### src/rtl/wb_stage_if.sv
// rtl/wb_stage_if.sv - MEM/WB-to-register-file bundle for the writeback stage
interface wb_stage_if #(
    parameter int CNT_W = 32
);
    logic [5:0]       WB;
    logic [31:0]      PC4;
    logic [31:0]      memData;
    logic [31:0]      res;
    logic [2:0]       RCT;
    logic [31:0]      inst;
    logic [31:0]      hilo;
    logic             hold;
    logic             rf_we;
    logic [4:0]       rf_waddr;
    logic [31:0]      rf_wdata;
    logic [31:0]      hi;
    logic [31:0]      lo;
    logic             fwd_valid;
    logic [4:0]       fwd_addr;
    logic [31:0]      fwd_data;
    logic [CNT_W-1:0] retired;

    modport master (
        output WB, PC4, memData, res, RCT, inst, hilo, hold,
        input  rf_we, rf_waddr, rf_wdata, hi, lo,
        input  fwd_valid, fwd_addr, fwd_data, retired
    );

    modport slave (
        input  WB, PC4, memData, res, RCT, inst, hilo, hold,
        output rf_we, rf_waddr, rf_wdata, hi, lo,
        output fwd_valid, fwd_addr, fwd_data, retired
    );
endinterface

### src/rtl/wb_stage.sv
// rtl/wb_stage.sv - writeback stage: register-file write port, HI/LO, bypass latch, retire counter
module wb_stage #(
    parameter int CNT_W = 32
) (
    input  logic      clk,
    input  logic      rst,
    wb_stage_if.slave wb
);
    localparam logic [1:0] SEL_RES  = 2'b00;
    localparam logic [1:0] SEL_LOAD = 2'b01;
    localparam logic [1:0] SEL_PC4  = 2'b10;

    localparam logic [2:0] LD_BS = 3'b001;
    localparam logic [2:0] LD_BU = 3'b010;
    localparam logic [2:0] LD_HS = 3'b011;
    localparam logic [2:0] LD_HU = 3'b100;

    localparam logic [5:0] FUNCT_MFHI = 6'h10;

    logic             reg_write;
    logic [1:0]       data_sel;
    logic             hi_write;
    logic             lo_write;
    logic             link;

    logic [4:0]       waddr;
    logic [7:0]       byte_sel;
    logic [15:0]      half_sel;
    logic [31:0]      load_val;
    logic [31:0]      wdata;
    logic             we;

    logic [31:0]      hi_q, hi_d;
    logic [31:0]      lo_q, lo_d;
    logic             fwd_valid_q, fwd_valid_d;
    logic [4:0]       fwd_addr_q, fwd_addr_d;
    logic [31:0]      fwd_data_q, fwd_data_d;
    logic [CNT_W-1:0] retired_q, retired_d;

    logic             unused_inst_bits;

    assign reg_write = wb.WB[0];
    assign data_sel  = wb.WB[2:1];
    assign hi_write  = wb.WB[3];
    assign lo_write  = wb.WB[4];
    assign link      = wb.WB[5];

    assign unused_inst_bits = ^{wb.inst[25:21], wb.inst[10:6]};

    always_comb begin
        waddr = wb.inst[20:16];
        if (link) begin
            waddr = 5'd31;
        end else if (wb.inst[31:26] == 6'd0) begin
            waddr = wb.inst[15:11];
        end
    end

    // Little-endian lane selection; res[0] is ignored for halfwords.
    always_comb begin
        byte_sel = wb.memData[7:0];
        case (wb.res[1:0])
            2'd0:    byte_sel = wb.memData[7:0];
            2'd1:    byte_sel = wb.memData[15:8];
            2'd2:    byte_sel = wb.memData[23:16];
            default: byte_sel = wb.memData[31:24];
        endcase
        half_sel = wb.res[1] ? wb.memData[31:16] : wb.memData[15:0];
    end

    always_comb begin
        load_val = wb.memData;
        case (wb.RCT)
            LD_BS:   load_val = {{24{byte_sel[7]}}, byte_sel};
            LD_BU:   load_val = {24'd0, byte_sel};
            LD_HS:   load_val = {{16{half_sel[15]}}, half_sel};
            LD_HU:   load_val = {16'd0, half_sel};
            default: load_val = wb.memData;
        endcase
    end

    // HI/LO reads use the registered values: no same-cycle bypass from a preceding mt*.
    always_comb begin
        wdata = wb.res;
        case (data_sel)
            SEL_RES:  wdata = wb.res;
            SEL_LOAD: wdata = load_val;
            SEL_PC4:  wdata = wb.PC4;
            default:  wdata = (wb.inst[5:0] == FUNCT_MFHI) ? hi_q : lo_q;
        endcase
    end

    assign we = reg_write & ~wb.hold & (waddr != 5'd0);

    always_comb begin
        hi_d        = hi_q;
        lo_d        = lo_q;
        fwd_valid_d = fwd_valid_q;
        fwd_addr_d  = fwd_addr_q;
        fwd_data_d  = fwd_data_q;
        retired_d   = retired_q;
        if (!wb.hold) begin
            if (hi_write) begin
                hi_d = wb.hilo;
            end
            if (lo_write) begin
                lo_d = wb.res;
            end
            fwd_valid_d = we;
            fwd_addr_d  = waddr;
            fwd_data_d  = wdata;
            if (wb.inst != 32'd0) begin
                retired_d = retired_q + {{(CNT_W-1){1'b0}}, 1'b1};
            end
        end
    end

    always_ff @(posedge clk or negedge rst) begin
        if (!rst) begin
            hi_q        <= 32'd0;
            lo_q        <= 32'd0;
            fwd_valid_q <= 1'b0;
            fwd_addr_q  <= 5'd0;
            fwd_data_q  <= 32'd0;
            retired_q   <= '0;
        end else begin
            hi_q        <= hi_d;
            lo_q        <= lo_d;
            fwd_valid_q <= fwd_valid_d;
            fwd_addr_q  <= fwd_addr_d;
            fwd_data_q  <= fwd_data_d;
            retired_q   <= retired_d;
        end
    end

    assign wb.rf_we     = we;
    assign wb.rf_waddr  = waddr;
    assign wb.rf_wdata  = wdata;
    assign wb.hi        = hi_q;
    assign wb.lo        = lo_q;
    assign wb.fwd_valid = fwd_valid_q;
    assign wb.fwd_addr  = fwd_addr_q;
    assign wb.fwd_data  = fwd_data_q;
    assign wb.retired   = retired_q;
endmodule

### src/flat_wrapper.sv
// flat-port wrapper written by rule: the top's interface ports become plain ports
module wb_stage_flat 
#(
    parameter int CNT_W = 32
)
  (clk, rst, wb_WB, wb_PC4, wb_memData, wb_res, wb_RCT, wb_inst, wb_hilo, wb_hold, wb_rf_we, wb_rf_waddr, wb_rf_wdata, wb_hi, wb_lo, wb_fwd_valid, wb_fwd_addr, wb_fwd_data, wb_retired);
  wb_stage_if #(.CNT_W(CNT_W)) wb_i ();
  input  logic clk;
  input  logic rst;
  input wire logic [$bits(wb_i.WB)-1:0] wb_WB;
  input wire logic [$bits(wb_i.PC4)-1:0] wb_PC4;
  input wire logic [$bits(wb_i.memData)-1:0] wb_memData;
  input wire logic [$bits(wb_i.res)-1:0] wb_res;
  input wire logic [$bits(wb_i.RCT)-1:0] wb_RCT;
  input wire logic [$bits(wb_i.inst)-1:0] wb_inst;
  input wire logic [$bits(wb_i.hilo)-1:0] wb_hilo;
  input wire logic [$bits(wb_i.hold)-1:0] wb_hold;
  output wire logic [$bits(wb_i.rf_we)-1:0] wb_rf_we;
  output wire logic [$bits(wb_i.rf_waddr)-1:0] wb_rf_waddr;
  output wire logic [$bits(wb_i.rf_wdata)-1:0] wb_rf_wdata;
  output wire logic [$bits(wb_i.hi)-1:0] wb_hi;
  output wire logic [$bits(wb_i.lo)-1:0] wb_lo;
  output wire logic [$bits(wb_i.fwd_valid)-1:0] wb_fwd_valid;
  output wire logic [$bits(wb_i.fwd_addr)-1:0] wb_fwd_addr;
  output wire logic [$bits(wb_i.fwd_data)-1:0] wb_fwd_data;
  output wire logic [$bits(wb_i.retired)-1:0] wb_retired;
  assign wb_i.WB = wb_WB;
  assign wb_i.PC4 = wb_PC4;
  assign wb_i.memData = wb_memData;
  assign wb_i.res = wb_res;
  assign wb_i.RCT = wb_RCT;
  assign wb_i.inst = wb_inst;
  assign wb_i.hilo = wb_hilo;
  assign wb_i.hold = wb_hold;
  assign wb_rf_we = wb_i.rf_we;
  assign wb_rf_waddr = wb_i.rf_waddr;
  assign wb_rf_wdata = wb_i.rf_wdata;
  assign wb_hi = wb_i.hi;
  assign wb_lo = wb_i.lo;
  assign wb_fwd_valid = wb_i.fwd_valid;
  assign wb_fwd_addr = wb_i.fwd_addr;
  assign wb_fwd_data = wb_i.fwd_data;
  assign wb_retired = wb_i.retired;
  wb_stage #(.CNT_W(CNT_W)) u_core (.clk(clk), .rst(rst), .wb(wb_i));
endmodule
### config.mk
export PLATFORM = sky130hd
export DESIGN_NAME = wb_stage_flat
export DESIGN_NICKNAME = d
export VERILOG_FILES = /design/src/rtl/wb_stage_if.sv /design/src/rtl/wb_stage.sv /design/src/flat_wrapper.sv
export SDC_FILE = /design/constraint.sdc
export NUM_CORES = 1
export LEC_CHECK = 0
export BUFFER_PORTS_ARGS = -buffer_cell sky130_fd_sc_hd__buf_2
export CORE_AREA = 2 2 134 136
export DETAILED_ROUTE_END_ITERATION = 6
export DIE_AREA = 0 0 136 138
export GPL_ROUTABILITY_DRIVEN = 0
export HOLD_SLACK_MARGIN = 0.08
export PLACE_DENSITY = 0.81
export SETUP_SLACK_MARGIN = 0.15
export SLEW_MARGIN = 30
export SYNTH_ARGS = -nofsm -noshare
export SYNTH_HDL_FRONTEND = slang
export SYNTH_SLANG_ARGS = --single-unit
export TNS_END_PERCENT = 50
### constraint.sdc
create_clock -name clk -period 6.5 [get_ports clk]
set_input_delay 1.3 -clock clk [delete_from_list [all_inputs] [get_ports clk]]
set_output_delay 1.3 -clock clk [all_outputs]
set_load 0.02 [all_outputs]
==> impl_metrics.env, run 1 <==
export IMPL_crit_type="input pin to primary output"
export IMPL_die_width_um=136
export IMPL_synthMuxAreaShare_pct=16.57
export IMPL_post_layout_total_power_mw=2.771
export IMPL_synthAdderAreaFrac_pct=0.1587
export IMPL_clock_period_minus_final_worst_setup_slack_ns=5.497
export IMPL_cts_tree="built"
export IMPL_slowest_stage="mux4_2"
export IMPL_synth_async_sr_flop_share_pct=100.0
export IMPL_final_cells=1330
export IMPL_critPathMaxFanout=29
export IMPL_preCtsSetupSlack_ns=1.035
export IMPL_detail_route_first_pass_iterations=5
export IMPL_dp_cells=1297
export IMPL_p_r_area_growth_vs_syn_pct=31.22
export IMPL_post_synth_instance_area_um2=7883
export IMPL_post_cts_setup_buffer_count=0
export IMPL_rsz0062_at_grt="false"
export IMPL_synth_area_per_cell_um2=10.13
export IMPL_path_common_cell="buf_2"
export IMPL_min_path_type="flip-flop to flip-flop"
export IMPL_timing_fmax_mhz=181.9
export IMPL_post_synthesis_compound_gate_area_fraction_pct=16.98
export IMPL_path_clk_slew_ns=0.06
export IMPL_first_iter_violations=641
export IMPL_route_detailed_wl_per_inst_um=22.15
export IMPL_ys_types=67
export IMPL_synthDominantCellAreaShare_pct=42.54
export IMPL_total_of_cells_resized_after_clock_tree_synthesis=0
export IMPL_slew_hr_pct=37.93
export IMPL_grt_use_total_pct=31.17
export IMPL_grt_overflow_total=0
export IMPL_critPathCaptureType="primary output"
export IMPL_setup_worst_path_start_class="input pin"
export IMPL_start_util_pct=44.96
export IMPL_worst_case_vdd_ir_drop_mv=0.1717
export IMPL_synth_enable_flop_cells=0
export IMPL_combinational_family_with_the_most_area_after_synthesis="compound AO/OA/AOI/OAI gates"
export IMPL_cp_buffers_inverters=2
export IMPL_most_common_cell_in_the_synthesized_netlist="dfrtp_1"
export IMPL_layout_drive_gt1_share_pct=43.82
export IMPL_largest_stage_delay_on_the_critical_path_ns=0.59
export IMPL_postSynthCellCount=778
export IMPL_postSynth_topFlopCell="dfrtp_1"
export IMPL_synth_cells_most_frequent="dfrtp_1 (134), nand2_1 (87), mux2_2 (72)"
export IMPL_timing_final_ws_setup_ns=1.003
export IMPL_report_final_slew_viol_count=0
export IMPL_clock_path_buffers=2
export IMPL_finish_net_count=1261
export IMPL_min_delay_start="u_core.wb.retired[26]$_DFFE_PN0P_"
export IMPL_synth_seq_cells=134
export IMPL_synth_xor_area_share_pct=3.667
export IMPL_clock_buffers_created_by_tritoncts=17
export IMPL_max_slew_worst_pin_slew_ns=0.9254
export IMPL_fill_cells=1516
export IMPL_remaining_antenna_violation_count_after_routing=0
export IMPL_p_leak_nw=4.931
export IMPL_ios=344
export IMPL_synth_simple_gate_area_share_pct=16.56
export IMPL_layout_core_utilization_pct=58.99
export IMPL_port_buffers=343
export IMPL_critical_path_startpoint="wb_res[1]"
export IMPL_synth_area_leader_cell="dfrtp_1"
export IMPL_cp_data_required_time_ns=5.20
export IMPL_origin_of_the_critical_flop_to_flop_path="u_core.wb.retired[8]$_DFFE_PN0P_"
export IMPL_skew_ns=0.008745
export IMPL_drv_max_cap_violation_count=0
export IMPL_setup_viol=0
export IMPL_post_route_period_util_pct=84.56
export IMPL_timing_final_hold_violations=0
export IMPL_cts_root_buffer="clkbuf_16"
export IMPL_synth_warn=0
export IMPL_row_cnt=49
export IMPL_clkLatencyLatePin_ns=0.42
export IMPL_antenna_violations_before_repair=1
export IMPL_chipHeight_um=138
export IMPL_drt_drc_violations_left=0
export IMPL_coreArea_um2=17530
export IMPL_grt_pass1_wl_um=44820
export IMPL_post_dp_hpwl_um=22150
export IMPL_cpLargestDelayFamily="simple AND/OR/NAND/NOR gates"
export IMPL_clock_net_sink_count=134
export IMPL_finalSetupTns_ns=0
export IMPL_crit_chain="buf_2 -> mux4_2 -> or3_1 -> o2111a_1 -> o21a_1 -> or3b_1 -> buf_2"
export IMPL_drt_wirelength_um=29460
export IMPL_status="finished, final reports clean"
export IMPL_synth_sequential_area_ratio_pct=42.54
export IMPL_pwr_density_nw_per_um2=267.9
export IMPL_htree_num_levels=4
export IMPL_synth_fp_nets=951
export IMPL_yosys_top_cells_area="dfrtp_1 (43%), mux2_2 (10%), nand2_1 (4.1%)"
export IMPL_grt_pass1_vias=7678
export IMPL_arrival_ns=4.20
export IMPL_grt_start_max_net_pins=73
export IMPL_design_die_area_um2=18770
export IMPL_via_count=7935
export IMPL_vias_per_cell=5.966
export IMPL_post_cts_hold_buffer_count=0
-- layout by cell type, fill, tap and decap left out, drive strengths merged, types with 3 or more instances in the layout --
master and count:
and4 4, and2 4, nor4bb 3, o221ai 9, or3 3, nor4 3, inv 14, and3 15
buf 352, nor2b 5, nand3 30, a31oi 27, nor3 6, xnor2 28, nor2 26, dfrtp 134
or4 4, o21a 16, o32a 16, clkbuf 19, or3b 18, a311oi 9, nand4 15, o21ai 49
o2111ai 5, a21oi 21, o21bai 5, o22a 7, xor2 5, mux2i 21, clkinv 3, nand2 88
mux2 85, a211oi 5, mux4 6, a211o 7
-- layout make-up --
| class | instances | area [µm²] | area share, % |
|---|---|---|---|
| Antenna cell | 1 | 2.502 | 0.02419 |
| Clock buffer | 19 | 442.9 | 4.282 |
| Clock inverter | 12 | 116.4 | 1.125 |
| Inverter | 8 | 30.03 | 0.2903 |
| Multi-Input combinational cell | 575 | 4285 | 41.43 |
| Sequential cell | 134 | 3353 | 32.42 |
| Tap cell | 229 | 286.5 | 2.770 |
| Timing Repair Buffer | 352 | 1827 | 17.66 |
-- stage by stage --
step / area (µm²) / hold slack, ns
detailed placement: 9744 / 0.4748
global route: 10340 / 0.5104
CTS: 10300 / 0.4875
global placement: 9724 / 0.4595
finish: 10340 / 0.4837
floorplan: 7883 / 0.5823
-- report_power, final --
| group | switching, mW | total, mW | internal, mW |
|---|---|---|---|
| clock | 0.393 | 0.934 | 0.541 |
| combinational | 0.481 | 0.783 | 0.303 |
| sequential | 0.105 | 1.05 | 0.949 |
| total | 0.979 | 2.77 | 1.79 |
-- cells by family after synthesis --
family / count (synthesis)
AO/OA/AOI/OAI: 192
XOR/XNOR: 33
adder cells (fa/ha/maj): 1
buffers and inverters: 69
flip-flops: 134
multiplexers: 112
AND/OR/NAND/NOR: 237
-- final timing paths --
kind                                                      endpoint  slack [ns]  cells after the start
worst max-delay path                               wb_rf_wdata[29]        1.00                      7
min in group asynchronous       u_core.wb.fwd_data[15]$_DFFE_PN0N_        0.86                      1
max in group asynchronous              u_core.wb.lo[4]$_DFFE_PN0P_        4.58                      2
worst min-delay path             u_core.wb.retired[26]$_DFFE_PN0P_        0.48                      1
worst min register to register   u_core.wb.retired[26]$_DFFE_PN0P_        0.48                      1
worst max register to register   u_core.wb.retired[28]$_DFFE_PN0P_        4.25                      5
-- per-layer routing --
metal	track usage (%)	wire length, µm	part of all wire, %	vias up
li1	-	-	-	3545
met1	42.88	12320	42	3873
met2	48.37	13660	46	468
met3	7.957	2811	9.5	49
met4	9.485	662	2.2	0
met5	0	0	0	-
-- flip-flops by register name, summed over array words and instances (netlist names) --
name	count
u_core.wb.fwd_addr	5
u_core.wb.fwd_data	32
u_core.wb.fwd_valid	1
u_core.wb.hi	32
u_core.wb.lo	32
u_core.wb.retired	32
Note: power is estimated with default switching activity, not from simulation.
==> run 2: changes to the inputs <==
--- a/config.mk
+++ b/config.mk
@@ -6,12 +6,12 @@
 export NUM_CORES = 1
 export LEC_CHECK = 0
 export BUFFER_PORTS_ARGS = -buffer_cell sky130_fd_sc_hd__buf_2
-export CORE_AREA = 2 2 134 136
+export CORE_MARGIN = 2
+export CORE_UTILIZATION = 44
 export DETAILED_ROUTE_END_ITERATION = 6
-export DIE_AREA = 0 0 136 138
 export GPL_ROUTABILITY_DRIVEN = 0
 export HOLD_SLACK_MARGIN = 0.08
-export PLACE_DENSITY = 0.81
+export PLACE_DENSITY = 0.82
 export SETUP_SLACK_MARGIN = 0.15
 export SLEW_MARGIN = 30
 export SYNTH_ARGS = -nofsm -noshare
==> constraint.sdc (replaced) <==
create_clock -name clk -period 5.05 [get_ports clk]
set_input_delay 1.01 -clock clk [delete_from_list [all_inputs] [get_ports clk]]
set_output_delay 1.01 -clock clk [all_outputs]
set_load 0.02 [all_outputs]
==> run 2 against run 1 <==
  * Die area grew 1.2%
  * Largest power group unchanged
  * Setup slack got worse by 0.52 ns
  * Critical endpoint is now wb_rf_wdata[31]
  * Utilization rose by 1.0 points
  * Global-route usage down 0.62 points
  * Sequential cell count did not move
  * Critical path depth is the same
  * Cell count grew 0.60%
  * Non-clock buffer count grew 9
  * Routed wire length is 0.45% higher
  * First-iteration DRC count is 50% higher
==> impl_metrics.env, run 2 (same netlist as run 1, synthesis figures left out) <==
export IMPL_layout_drive_gt1_share_pct=44.32
export IMPL_setup_viol=0
export IMPL_r2r_end="u_core.wb.retired[30]$_DFFE_PN0P_"
export IMPL_clock_buffers_created_by_tritoncts=17
export IMPL_finalSetupTns_ns=0
export IMPL_post_dp_hpwl_um=21840
export IMPL_htree_num_levels=4
export IMPL_clock_path_buffers=2
export IMPL_length_of_routed_met2_wiring_um=13730
export IMPL_vias_per_cell=6.090
export IMPL_cpLargestDelayFamily="simple AND/OR/NAND/NOR gates"
export IMPL_crit_type="input pin to primary output"
export IMPL_met1_length_um=12120
export IMPL_rsz0062_at_grt="false"
export IMPL_setup_worst_path_start_class="input pin"
export IMPL_min_path_type="input pin to async pin"
export IMPL_ios=344
export IMPL_critical_path_startpoint="wb_res[0]"
export IMPL_status="finished, final reports clean"
export IMPL_path_clk_slew_ns=0.07
export IMPL_start_util_pct=45.26
export IMPL_route_detailed_wl_per_inst_um=22.12
export IMPL_preCtsSetupSlack_ns=0.5348
export IMPL_timing_final_ws_setup_ns=0.4811
export IMPL_worst_case_vdd_ir_drop_mv=0.3281
export IMPL_top_signal_layer_used="met5"
export IMPL_post_cts_hold_buffer_count=0
export IMPL_port_buffers=343
export IMPL_commonest_non_fill_non_tap_cell_in_the_layout="buf_2"
export IMPL_fill_cells=1468
export IMPL_cts_root_buffer="clkbuf_16"
export IMPL_clkLatencyLatePin_ns=0.42
export IMPL_seqCellArea_um2=3353
export IMPL_origin_of_the_critical_flop_to_flop_path="u_core.wb.retired[6]$_DFFE_PN0P_"
export IMPL_via_count=8149
export IMPL_antenna_violations_before_repair=3
export IMPL_path_common_cell="buf_2"
export IMPL_worstSetupEndpoint="wb_rf_wdata[31]"
export IMPL_reg2reg_depth=5
export IMPL_slew_hr_pct=34.76
export IMPL_pwr_density_nw_per_um2=348.1
export IMPL_drt_wirelength_um=29590
export IMPL_cell_count_along_the_critical_path=7
export IMPL_area_of_the_multi_input_gates_um2=4279
export IMPL_row_cnt=48
export IMPL_first_iter_violations=962
export IMPL_chipHeight_um=137.8
export IMPL_post_route_period_util_pct=90.47
export IMPL_coreArea_um2=17420
export IMPL_p_r_area_growth_vs_syn_pct=32.65
export IMPL_grt_pass1_vias=7634
export IMPL_timing_final_hold_violations=0
export IMPL_clock_period_minus_final_worst_setup_slack_ns=4.569
export IMPL_arrival_ns=3.56
export IMPL_timing_reg2reg_setup_slack_ns=2.68
export IMPL_grt_use_total_pct=30.54
export IMPL_critPathMaxFanout=16
export IMPL_p_leak_nw=5.005
export IMPL_drt_drc_violations_left=0
export IMPL_critPathCaptureType="primary output"
export IMPL_largest_stage_delay_on_the_critical_path_ns=0.55
export IMPL_remaining_antenna_violation_count_after_routing=0
export IMPL_cts_tree="built"
export IMPL_cp_data_required_time_ns=4.04
export IMPL_layout_cells_most_common_list="buf_2 (342), dfrtp_1 (134), nand2_1 (87)"
export IMPL_routed_wl_met3_um=2733
export IMPL_grt_overflow_total=0
export IMPL_grt_start_max_net_pins=112
export IMPL_total_of_cells_resized_after_clock_tree_synthesis=0
export IMPL_timing_fmax_mhz=218.9
export IMPL_grt_pass1_wl_um=43840
export IMPL_clock_net_sink_count=134
export IMPL_cp_buffers_inverters=2
export IMPL_slowest_stage="o2111a_1"
export IMPL_max_slew_worst_pin_slew_ns=0.9750
export IMPL_crit_chain="buf_2 -> mux4_2 -> or3_1 -> o2111a_1 -> o21a_1 -> or3b_1 -> buf_2"
export IMPL_skew_ns=0.01375
export IMPL_post_cts_setup_buffer_count=0
export IMPL_detail_route_first_pass_iterations=5
export IMPL_finish_net_count=1270
export IMPL_design_die_area_um2=19000
export IMPL_drv_max_cap_violation_count=0
export IMPL_die_width_um=137.8
export IMPL_report_final_slew_viol_count=0
==> run 2: cell types whose count changed in the layout (fill, tap and decap cells not counted), moves of 2 or more <==
cell / delta
clkinv_8: +2
buf_6: -2
clkinvlp_4: -2
inv_8: +4
clkinv_2: -2
diode_2: +2
buf_4: +10
==> run 2: worst min path at each step <==
stage,startpoint,to,cells past startpoint
5_1_grt,rst,u_core.wb.hi[19]$_DFFE_PN0P_,1
2_1_floorplan,u_core.wb.retired[31]$_DFFE_PN0P_,u_core.wb.retired[31]$_DFFE_PN0P_,1
3_5_place_dp,u_core.wb.retired[31]$_DFFE_PN0P_,u_core.wb.retired[31]$_DFFE_PN0P_,1
3_3_place_gp,u_core.wb.retired[31]$_DFFE_PN0P_,u_core.wb.retired[31]$_DFFE_PN0P_,1
6_report,rst,u_core.wb.fwd_data[24]$_DFFE_PN0N_,1
4_1_cts,u_core.wb.retired[31]$_DFFE_PN0P_,u_core.wb.retired[31]$_DFFE_PN0P_,1
==> run 2: stage by stage <==
step	area, µm²	util, %	total power, mW	hold slack [ns]	instances
2_1_floorplan	7883	-	1.928	0.5823	778
3_3_place_gp	9787	56.19	2.343	0.4569	1301
3_5_place_dp	9818	56.37	2.367	0.4703	1302
4_1_cts	10420	59.83	3.644	0.4799	1334
5_1_grt	10450	60.02	3.791	0.4639	1337
6_report	10460	60.04	3.639	0.4532	1338
==> run 2: worst reg2reg max path, delay by kind of cell (launching register included) <==
family        cells  cell delay (ns)
simple gates      4             1.67
flops             1             0.42
xor+xnor          1             0.17
==> run 2: report_power, final <==
group / switching (mW) / internal (mW) / total, mW
Clock: 0.566 / 0.711 / 1.28
Combinational: 0.617 / 0.393 / 1.01
Sequential: 0.132 / 1.22 / 1.35
Total: 1.32 / 2.32 / 3.64
==> run 2: final cells by class <==
type / instances / share of cell area [%]
timing repair buffer: 361 / 18.19
clock inverter: 15 / 1.699
sequential: 134 / 32.07
antenna: 3 / 0.07180
tap: 225 / 2.692
clock buffer: 17 / 4.068
multi-input combinational: 575 / 40.92
inverter: 8 / 0.2872
==> run 2: per-layer routing <==
| layer | GRT usage [%] | up-vias |
|---|---|---|
| met1 | 42.30 | 3962 |
| met5 | 0 | - |
| met4 | 9.694 | 2 |
| li1 | - | 3569 |
| met2 | 46.78 | 517 |
| met3 | 7.873 | 99 |
==> run 3: changes to the inputs <==
--- a/config.mk
+++ b/config.mk
@@ -6,6 +6,7 @@
 export NUM_CORES = 1
 export LEC_CHECK = 0
 export BUFFER_PORTS_ARGS = -buffer_cell sky130_fd_sc_hd__buf_2
+export CAP_MARGIN = 15
 export CORE_MARGIN = 2
 export CORE_UTILIZATION = 44
 export DETAILED_ROUTE_END_ITERATION = 6
@@ -13,7 +14,6 @@
 export HOLD_SLACK_MARGIN = 0.08
 export PLACE_DENSITY = 0.82
 export SETUP_SLACK_MARGIN = 0.15
-export SLEW_MARGIN = 30
 export SYNTH_ARGS = -nofsm -noshare
 export SYNTH_HDL_FRONTEND = slang
 export SYNTH_SLANG_ARGS = --single-unit
==> constraint.sdc (replaced) <==
create_clock -name clk -period 5.05 [get_ports clk]
set_input_delay 1.515 -clock clk [delete_from_list [all_inputs] [get_ports clk]]
set_output_delay 1.515 -clock clk [all_outputs]
set_load 0.02 [all_outputs]
==> run 3 against run 2 <==
  * The run now ends with setup timing left
  * First-iteration DRC count shrank 18%
  * Cell count up 2.4%
  * Count of clock-buffer cells in the layout increased by 2
  * Sequential cell count unchanged
  * Critical path type unchanged
  * Cell area grew 3.0%
  * Die area is the same
  * Worst hold slack gained 0.028 ns
==> impl_metrics.env, run 3 (same netlist as run 1, synthesis figures left out) <==
export IMPL_finalSetupTns_ns=-0.5708
export IMPL_pwr_share_comb_pct=29.9
export IMPL_post_route_period_util_pct=101.6
export IMPL_p_clk_share_pct=32.2
export IMPL_pwr_density_nw_per_um2=331.8
export IMPL_grt_use_total_pct=31.63
export IMPL_cp_data_required_time_ns=3.54
export IMPL_start_util_pct=45.26
export IMPL_skew_ns=0.01310
export IMPL_status="finished with violations"
export IMPL_vias_per_cell=6.126
export IMPL_clock_buffers_created_by_tritoncts=17
export IMPL_timing_hold_ws_ns=0.4810
export IMPL_drt_wirelength_um=30870
export IMPL_violations_in_the_final_reports="setup timing"
export IMPL_clkLatencyLatePin_ns=0.42
export IMPL_path_clk_slew_ns=0.07
export IMPL_fill_cells=1447
export IMPL_area_of_the_multi_input_gates_um2=4343
export IMPL_grt_start_max_net_pins=98
export IMPL_slowest_stage="mux4_2"
export IMPL_min_path_type="flip-flop to flip-flop"
export IMPL_timing_final_ws_setup_ns=-0.07835
export IMPL_row_cnt=48
export IMPL_slew_hr_pct=25.63
export IMPL_p_sw_share_pct=35.86
export IMPL_critPathCaptureType="primary output"
export IMPL_cts_root_buffer="clkbuf_16"
export IMPL_grt_pass1_wl_um=44990
export IMPL_fin_area_um2=10770
export IMPL_die_width_um=137.8
export IMPL_largest_stage_delay_on_the_critical_path_ns=0.53
export IMPL_clock_period_minus_final_worst_setup_slack_ns=5.128
export IMPL_worst_case_vdd_ir_drop_mv=0.2201
export IMPL_commonest_non_fill_non_tap_cell_in_the_layout="buf_2"
export IMPL_seqCellArea_um2=3353
export IMPL_ios=344
export IMPL_p_leak_nw=5.134
export IMPL_via_count=8393
export IMPL_drt_drc_violations_left=0
export IMPL_coreArea_um2=17420
export IMPL_dpl_instance_area_um2=9998
export IMPL_report_final_slew_viol_count=0
export IMPL_first_iter_violations=788
export IMPL_post_dp_hpwl_um=22470
export IMPL_share_seq_of_total_power_pct=37.9
export IMPL_timing_final_hold_violations=0
export IMPL_remaining_antenna_violation_count_after_routing=0
export IMPL_rsz0062_at_grt="true"
export IMPL_finish_net_count=1302
export IMPL_max_slew_worst_pin_slew_ns=1.113
export IMPL_setup_viol=16
export IMPL_htree_num_levels=4
export IMPL_antenna_violations_before_repair=5
export IMPL_crit_type="input pin to primary output"
export IMPL_drv_max_cap_violation_count=0
export IMPL_internal_power_mw=2.291
export IMPL_critPathMaxFanout=8
export IMPL_setup_worst_path_start_class="input pin"
export IMPL_arrival_ns=3.61
export IMPL_detail_route_first_pass_iterations=7
export IMPL_port_buffers=343
export IMPL_p_r_area_growth_vs_syn_pct=36.59
export IMPL_crit_chain="buf_8 -> mux4_2 -> or3_4 -> o2111a_2 -> o21a_1 -> or3b_1 -> buf_2"
export IMPL_chipHeight_um=137.8
export IMPL_cts_tree="built"
export IMPL_grt_overflow_total=0
export IMPL_clock_path_buffers=2
export IMPL_layout_cells_most_common_list="buf_2 (324), dfrtp_1 (134), nand2_1 (87)"
export IMPL_timing_fmax_mhz=195.0
export IMPL_grt_pass1_vias=7930
export IMPL_layout_drive_gt1_share_pct=47.02
export IMPL_clock_net_sink_count=134
export IMPL_switchingPower_mw=1.281
export IMPL_route_detailed_wl_per_inst_um=22.53
export IMPL_design_die_area_um2=19000
-- run 3: what timing repair did --
action                                  4_1_cts  5_1_grt
hold buffers                                  0        0
setup buffers                                 5        5
gates resized for setup                      30        9
endpoints found under the setup margin       16       19
cloned                                        1        0
pin swaps                                     7        6
-- run 3: final cells by class --
type / count / area share [%]
Multi-Input combinational cell: 576 / 40.34
Sequential cell: 134 / 31.14
Timing Repair Buffer: 392 / 20.62
Clock buffer: 19 / 4.021
Tap cell: 225 / 2.615
Clock inverter: 13 / 0.9181
Inverter: 8 / 0.2789
Antenna cell: 3 / 0.06973
-- run 3: layer usage --
metal	global-route usage (%)	share of wire, %	routed length [µm]
met1	41.45	40	12460
met2	48.05	46	14160
met3	9.161	9.2	2830
met4	15.08	4.5	1379
met5	0	0.13	39
-- run 3: critical path: cells and delay by family --
family | cells | cell delay (ns)
buffers and inverters | 2 | 0.24
AO/OA/AOI/OAI | 2 | 0.56
multiplexers | 1 | 0.53
AND/OR/NAND/NOR | 2 | 0.76
-- run 3: per-stage QoR --
step,util (%),power (mW),worst slack [ns],std cells
2_1_floorplan,-,1.939,0.1444,778
3_3_place_gp,57.36,2.361,-0.04947,1323
3_5_place_dp,57.41,2.385,-0.09617,1324
4_1_cts,61.31,3.565,-0.02643,1362
5_1_grt,61.79,3.720,-0.1098,1368
6_report,61.82,3.573,-0.07835,1370
-- run 3: final timing paths --
check,to,startpoint,depth (start not counted),slack [ns]
setup / recovery,wb_rf_wdata[31],wb_res[1],7,-0.08
hold / removal,u_core.wb.retired[31]$_DFFE_PN0P_,u_core.wb.retired[31]$_DFFE_PN0P_,1,0.48
setup reg to reg,u_core.wb.retired[30]$_DFFE_PN0P_,u_core.wb.retired[6]$_DFFE_PN0P_,5,2.65
hold reg to reg,u_core.wb.retired[31]$_DFFE_PN0P_,u_core.wb.retired[31]$_DFFE_PN0P_,1,0.48
max in group asynchronous,u_core.wb.retired[24]$_DFFE_PN0P_,rst,2,2.92
min in group asynchronous,u_core.wb.fwd_data[15]$_DFFE_PN0N_,rst,1,1.21
-- run 3: power groups by stage --
stage          clock, mW  combinational, mW  sequential (mW)
2_1_floorplan          0              0.415             1.52
3_3_place_gp           0               1.00             1.36
3_5_place_dp           0               1.02             1.37
4_1_cts             1.17               1.05             1.35
5_1_grt             1.22               1.13             1.37
6_report            1.15               1.07             1.35
